`config.mk`:
```
export PLATFORM = sky130hd
export DESIGN_NAME = hrd_perf_counters
export DESIGN_NICKNAME = d
export VERILOG_FILES = /design/src/rtl/hrd_perf_counters.sv
export SDC_FILE = /design/constraint.sdc
export NUM_CORES = 1
export LEC_CHECK = 0
export ABC_AREA = 0
export CAP_MARGIN = 20
export CORE_MARGIN = 2
export CORE_UTILIZATION = 50
export DETAILED_ROUTE_END_ITERATION = 10
export MAX_ROUTING_LAYER = met4
export PLACE_DENSITY = 0.78
export SYNTH_ARGS = -nofsm -noshare
export SYNTH_HDL_FRONTEND = slang
export SYNTH_SLANG_ARGS = --single-unit
```
`constraint.sdc`:
```
create_clock -name s_clk_i -period 4.2 [get_ports s_clk_i]
set_input_delay 0.63 -clock s_clk_i [delete_from_list [all_inputs] [get_ports s_clk_i]]
set_output_delay 0.63 -clock s_clk_i [all_outputs]
set_load 0.05 [all_outputs]
```
`src/rtl/hrd_perf_counters.sv`:
```
// Bank of CNT_NUM performance counters (cycle, instret, events) with a 32-bit
// read/write window, sticky overflow flags and a registered overflow interrupt.
module hrd_perf_counters #(
  parameter int CNT_NUM   = 3,
  parameter int CNT_WIDTH = 64,
  parameter int INC_WIDTH = 2
) (
  input  logic                           s_clk_i,
  input  logic                           s_rst_i,
  input  logic [CNT_NUM*INC_WIDTH-1:0]   s_inc_i,
  input  logic [CNT_NUM-1:0]             s_inhibit_i,
  input  logic                           s_wen_i,
  input  logic [4:0]                     s_widx_i,
  input  logic                           s_whi_i,
  input  logic [31:0]                    s_wdata_i,
  input  logic                           s_ren_i,
  input  logic [4:0]                     s_ridx_i,
  input  logic                           s_rhi_i,
  output logic [31:0]                    s_rdata_o,
  output logic                           s_rvalid_o,
  input  logic [CNT_NUM-1:0]             s_ovf_en_i,
  input  logic [CNT_NUM-1:0]             s_ovf_clr_i,
  output logic [CNT_NUM-1:0]             s_ovf_o,
  output logic                           s_irq_o
);

  localparam int HI_WIDTH = CNT_WIDTH - 32;

  logic [CNT_WIDTH-1:0] cnt_q [CNT_NUM];
  logic [CNT_WIDTH:0]   sum   [CNT_NUM];
  logic [CNT_NUM-1:0]   wr_hit;
  logic [CNT_NUM-1:0]   ovf_set;
  logic [CNT_NUM-1:0]   ovf_q;
  logic                 irq_q;
  logic                 rvalid_q;
  logic [31:0]          rdata_q;
  logic [31:0]          rd_sel;

  // Out-of-range write indices match no counter, so they fall away naturally.
  always_comb begin
    for (int k = 0; k < CNT_NUM; k++) begin
      wr_hit[k]  = s_wen_i && (s_widx_i == 5'(k));
      sum[k]     = {1'b0, cnt_q[k]} + (CNT_WIDTH+1)'(s_inc_i[k*INC_WIDTH +: INC_WIDTH]);
      ovf_set[k] = !wr_hit[k] && !s_inhibit_i[k] && sum[k][CNT_WIDTH];
    end
  end

  always_comb begin
    rd_sel = '0;
    for (int k = 0; k < CNT_NUM; k++) begin
      if (s_ridx_i == 5'(k)) begin
        rd_sel = s_rhi_i ? 32'(cnt_q[k][CNT_WIDTH-1:32]) : cnt_q[k][31:0];
      end
    end
  end

  always_ff @(posedge s_clk_i) begin
    for (int k = 0; k < CNT_NUM; k++) begin
      if (s_rst_i) begin
        cnt_q[k] <= '0;
      end else if (wr_hit[k]) begin
        if (s_whi_i) begin
          cnt_q[k][CNT_WIDTH-1:32] <= s_wdata_i[HI_WIDTH-1:0];
        end else begin
          cnt_q[k][31:0] <= s_wdata_i;
        end
      end else if (!s_inhibit_i[k]) begin
        cnt_q[k] <= sum[k][CNT_WIDTH-1:0];
      end
    end
  end

  always_ff @(posedge s_clk_i) begin
    if (s_rst_i) begin
      ovf_q    <= '0;
      irq_q    <= 1'b0;
      rvalid_q <= 1'b0;
      rdata_q  <= '0;
    end else begin
      ovf_q    <= ovf_set | (ovf_q & ~s_ovf_clr_i);
      irq_q    <= |(ovf_q & s_ovf_en_i);
      rvalid_q <= s_ren_i;
      if (s_ren_i) begin
        rdata_q <= rd_sel;
      end
    end
  end

  // Gating keeps outputs quiet for the whole reset window, including a read
  // that was captured on the edge just before reset rose.
  assign s_rdata_o  = s_rst_i ? 32'd0 : rdata_q;
  assign s_rvalid_o = rvalid_q & ~s_rst_i;
  assign s_ovf_o    = s_rst_i ? '0 : ovf_q;
  assign s_irq_o    = irq_q & ~s_rst_i;

endmodule

```
==> out/metrics.yaml <==
clocking:
  cts_made_buffers: 26
  path_clk_slew_ps: 60
  clk_path_buf_depth: 3
  htreeDepth: 1
  cts_resized: 0
  hold_buffers: 0
  cts_sinks: 229
  cts_tree: "done"
  cts_setup_buffers: 0
  root_buffer: "clkbuf_16"
  clock_latency_ps: 540
setup_path:
  critPathArrivalTime_ps: 3500
  required_ps: 4460
  start_kind: "input port"
  crit_fanout: 9
  rr_endpoint: "cnt_q[0][52]$_DFFE_PP_"
  reg2reg_slack_ps: 1150
  cp_slowest_cell: "and4_1"
  path_cells: "clkdlybuf4s50_1 > ha_1 > inv_1 > fa_1 > nor3b_1 > and4_1 > nand3_1 > xor2_1 > o21ai_0"
  startpoint: "s_inc_i[0]"
  worstRegToRegCells: 8
  cp-end-kind: "flip-flop"
  path_class: "in -> reg"
  reg2reg_from: "cnt_q[0][0]$_DFFE_PP_"
  slowest_delay_ps: 630
finish:
  utilization_pct: 58.2
  drive_gt1_share_pct: 7.01
  final_nets: 1820
  syn_to_final_growth_pct: 14.9
timing:
  tightestPinTransition_ps: 1040
  holdWs_ps: 466
  timing.fmax_mhz: 309
  hold_viol_final: 0
  period_needed_ps: 3240
  finClkSkew_ps: 10.3
  setup_viol: 0
  tns_ps: 0
  fin_crit_sh_pct: 77.1
  rsz0062_at_grt: "false"
  final-max-slew-violation-count: 0
  max_slew_margin_pct: 30.5
floorplanning:
  io_pins: 100
  coreArea_um2: 29600
  initial_utilization_pct: 50.7
  fp.dieW_um: 177
  die-height_um: 177
  die_area_um2: 31400
  rows: 63
detailed_routing:
  drtIter0Drc: 2159
  drtAntennaViolNets: 0
  drt_first_pass_iters: 6
  vias: 13500
  routed_wl_um: 46600
  drc: 0
  post_drt_wl_per_cell_um: 21.6
  via_per_inst: 6.26
logic_synthesis:
  ys_seq_area_share_pct: 43.3
  synth-seq-cells: 229
  syn_inst: 1684
  synth_cell_types: 46
  synth_ff_type: "edfxtp_1"
  synth.top_cell.area_share_pct: 38.4
  avgSynthCellArea_um2: 8.92
  synth_nets: 1756
  synth-edff-count: 192
  yosysTopAreaCell: "edfxtp_1"
  ys_warn_count: 0
  syn-cell-area_um2: 15000
  synthArstFlopShare_pct: 0
  yosys-top-cells-area: "edfxtp_1 38%, nand2_1 7.0%, xnor2_1 6.5%"
power:
  power.internal_mw: 4.17
  power_frac_clock_pct: 40.4
  p_comb_share_pct: 10.4
  p_sw_share_pct: 26.3
  seq_power_share_pct: 49.2
  ir_drop_v: 0.000308
  p_leak_nw: 5.46
  p_switching_mw: 1.49
  powerDensity_nw_per_um2: 328
job:
  drv_cap: 0
grt:
  grt_use_met2_pct: 45.4
  grt_util_all_layers_pct: 30.4
  gr-total-overflow: 0
  grtUsageMet3_pct: 4.73
  grt_pass1_wl_um: 71900
  busiest_layer: "met2"
  antenna_found_initial: 1
  gr-usage-met1_pct: 43.0
  grt_pass1_vias: 12500
  grt_max_degree: 66
placement:
  io_buffers: 99
  dp_hpwl_um: 32300
  place.gp.congestion: 1.00
worst_hold_path:
  hold_path_depth: 2
  hold_path_class: "reg -> reg"
  min-delay-start: "rdata_q[9]$_SDFFE_PP0P_"
  holdPathEnd: "rdata_q[9]$_SDFFE_PP0P_"
run_status:
  outcome: "finished, final reports clean"
## synth_stat cells (all sizes together) (41+ instances only)
cell and count:
clkbuf 88, nor3 51, xor2 74, nor2b 65, inv 41, nand2 281, o21ai 195, nand3 67
nand4 58, edfxtp 192, nor2 72, xnor2 112
## critical path, delay by kind of cell
family,cells,cell delay [ps]
adders and majority gates,2,600
AOI/OAI and AO/OA,1,90
buffers and inverters,2,520
and+or+nand+nor,3,1420
xor gates and xnor gates,1,240
## worst max-delay path by stage
stage / end / slack, ps
after floorplan: cnt_q[1][54]$_DFFE_PP_ / 1260
after global placement: cnt_q[1][59]$_DFFE_PP_ / 630
after detailed placement: cnt_q[1][59]$_DFFE_PP_ / 530
after CTS: cnt_q[0][52]$_DFFE_PP_ / 1070
after global routing: cnt_q[1][59]$_DFFE_PP_ / 890
final: cnt_q[0][52]$_DFFE_PP_ / 960
## power by group through the flow
stage	clock network [mW]	registers (mW)	logic, mW
6_report	2.28	2.78	0.587
5_1_grt	2.39	2.80	0.626
4_1_cts	2.29	2.78	0.574
3_5_place_dp	0	2.82	0.568
3_3_place_gp	0	2.82	0.558
2_1_floorplan	0	2.77	0.349
## routing by layer
layer	wire length [um]	share of wire, %
met1	18900	40
met2	20500	44
met3	5690	12
met4	1500	3.2
met5	0	0
## area by class of cell
cell class / count / area [um^2]
antenna: 1 / 2.50
clock buffer: 34 / 753
clock inverter: 14 / 97.6
fill: 2606 / 12400
inverter: 41 / 154
multi-input combinational: 1318 / 8010
sequential: 229 / 6510
tap: 390 / 488
timing repair buffer: 132 / 1240
## per-stage QoR
stage               power (mW)  cell area, um^2  setup slack [ps]  instances
floorplan                 3.12            15000              1260       1684
global placement          3.37            16400               633       2110
detailed placement        3.39            16400               534       2110
CTS                       5.64            17200              1070       2158
global route              5.82            17300               886       2159
finish                    5.66            17300               960       2159
## sequential cells by signal, summed over array words and instances, names as in the netlist
name and cells:
rvalid_q 1, cnt_q 192, ovf_q 3, irq_q 1, rdata_q 32
## cell usage in the layout, fill, tap and decap left out, drive strengths merged, types with 4 or more instances in the layout
master         Yosys  final
a211oi            32     32
a21o               7      7
a21oi             37     37
and2               9      9
and3              18     18
and4              17     17
buf                8     36
clkbuf            88     34
clkdlybuf4s50      0     96
clkinv             0     10
dfxtp             37     37
edfxtp           192    192
ha                 6      6
inv               41     42
mux2              23     23
mux2i             32     32
nand2            281    281
nand2b            38     38
nand3             67     67
nand4             58     58
nor2              72     72
nor2b             65     65
nor3              51     51
nor4              31     31
o211ai            32     32
o21ai            195    195
o22ai             32     32
or2                4      4
or3                5      5
or4                4      4
xnor2            112    112
xor2              74     74
## logic make-up (layout without fill, tap and decap cells)
| family | after synthesis | after routing | share of synthesized area, % |
|---|---|---|---|
| xor+xnor | 186 | 186 | 10.8 |
| flops | 229 | 229 | 43.3 |
| simple gates | 728 | 728 | 24.6 |
| fa+ha+maj | 9 | 9 | 0.900 |
| other cells | 0 | 1 | 0 |
| buf+inv | 137 | 221 | 3.47 |
| mux | 55 | 55 | 3.86 |
| compound gates | 340 | 340 | 12.9 |
Note: power is estimated with default switching activity, not from simulation.
==> RTL edit: new RTL, config.mk and constraints unchanged <==
`INC_WIDTH`: 2 -> 4.
--- a/src/rtl/hrd_perf_counters.sv
+++ b/src/rtl/hrd_perf_counters.sv
@@ -4,5 +4,5 @@
   parameter int CNT_NUM   = 3,
   parameter int CNT_WIDTH = 64,
-  parameter int INC_WIDTH = 2
+  parameter int INC_WIDTH = 4
 ) (
   input  logic                           s_clk_i,
Interface: changed (resized s_inc_i); port bits go from 100 to 106. The function was not compared with the original's and may differ.
==> RTL edit against the original RTL <==
Design area fell by 0.78%; maximum frequency rose by 7.2%; critical path type unchanged; wire length fell by 0.24%; cell count fell by 5.3%; total power rose by 2.7%; sequential cell count did not move; worst setup slack improved by 220 ps; core utilization barely moved; area after synthesis fell by 1.2%; non-clock buffer count rose by 6.
==> RTL edit: results (changes against the original RTL) <==
share of post-route cells with drive strength above 1: 8.04% (+1.0 points)
vias in the first global route: 12600 (+0.99%)
Leakage: 0.00570 uW (+4.3%)
Ys Warns: 0 (unchanged)
pre-CTS WS: 686 ps (+152 ps)
diode count: 0 (-1)
Clk pin slew, worst setup/hold paths: 60 ps (about the same)
Area after DPL: 0.0163 mm2 (-0.75%)
status: finished clean
initial antenna violation count: 0 (-1)
Crit path arrival time: 3310 ps (-190 ps)
Iteration-0 DRC Markers: 1713 (-21%)
Post-synth top cells: nand2_1, edfxtp_1, o21ai_0, xor2_1, nor2_1
Hold Path Class: register to register
post-synth cell types: 53 (+15%)
area of the multi-input gates: 0.00790 mm2 (-1.4%)
worst-path maximum fanout: 19 (+10)
Area contributors post-synth: edfxtp_1, nand2_1, xor2_1
R2R setup slack: 1250 ps (+100 ps)
EDFF count, synth: 192 (unchanged)
met3 wire len: 6330 um (+11%)
router iterations before antenna repair: 5 (-1)
sequential fraction of the synthesis area: 43.9% (+0.52 points)
CP top delay family: simple AND/OR/NAND/NOR gates
top routing layer in use: met4
Port Buffers: 105 (+6.1%)
# fillers: 2447 (-6.1%)
Worst VDD drop: 0.000237 V (-23%)
Worst slew margin: 27.0% (-3.5 points)
met2 wire length: 21100 um (+2.5%)
syn_nets: 1644 (-6.4%)
top_reg_cell synth: edfxtp_1
crit path setup slack, layout: 1180 ps (+217 ps)
first-pass GRT wire length: 72100 um (+0.30%)
hpwl dp: 31800 um (-1.6%)
Via density: 6.43 (+2.7%)
Placer Congestion: 0.986 (-1.7%)
total track usage: 30.7% (+0.28 points)
slowest stage delay, CP: 520 ps (-110 ps)
final wirelength: 46500 um (-0.24%)
nets: 1718 (-5.6%)
met1 WL: 17300 um (-8.0%)
Clock Skew: 21.2 ps (+10.8 ps)
slowest CP cell: nand3_2
-- RTL edit: cell count changes after synthesis, sizes merged, moves of 27 or more --
cell,unedited run,this run
nand2b,38,5
a21oi,37,5
xnor2,112,73
xor2,74,111
o22ai,32,0
mux4,0,32
a211oi,32,5
-- RTL edit: where the power goes --
part | leakage (uW) | internal, uW | total [uW] | switching, uW
combinational | 0.00285 | 302 | 725 | 423
sequential | 0.00243 | 2630 | 2820 | 187
clock | 0.000415 | 1330 | 2260 | 940
-- RTL edit: cells by family (layout without fill, tap and decap cells) --
family	Yosys count	in the layout	synth area share [%]
xor gates and xnor gates	184	184	10.9
and+or+nand+nor	669	669	22.7
AOI/OAI and AO/OA	288	288	11.0
adders and majority gates	15	15	1.42
buffers and inverters	111	205	3.12
DFF	229	229	43.9
muxes	64	64	7.02
-- RTL edit: final cells by class --
type,instances,share of cell area [%]
inverters,19,0.417
well taps,390,2.85
flip-flops and latches,229,38.0
multi-input cells,1220,46.1
clock inverters,4,0.117
repair buffers,138,7.66
clock buffers,44,4.80
-- RTL edit: per-layer routing --
| metal | GRT usage (%) | vias up |
|---|---|---|
| met2 | 47.4 | 898 |
| met5 | - | - |
| li1 | - | 5833 |
| met3 | 6.70 | 150 |
| met1 | 40.5 | 6265 |
| met4 | 10.1 | 0 |
-- RTL edit: through the flow --
stage          instances  hold slack [ps]  power, uW
2_1_floorplan       1560              455       3230
3_5_place_dp        1996              476       3560
5_1_grt             2044              512       5970
3_3_place_gp        1996              468       3530
6_report            2044              488       5810
4_1_cts             2044              493       5790
-- RTL edit: path summary, 6_finish.rpt --
kind / startpoint / endpoint / cells after the start
hold / removal: rdata_q[15] / rdata_q[15] / 2
hold reg to reg: rdata_q[15] / rdata_q[15] / 2
setup reg to reg: cnt_q[0][19] / cnt_q[0][42] / 8
setup / recovery: s_inc_i[8] / cnt_q[2][60] / 9
-- RTL edit: worst min-delay path, cell delays in order, from the launching register on --
cell	delay, ps
dfxtp_1	320
o21ai_0	70
nor2_1	70
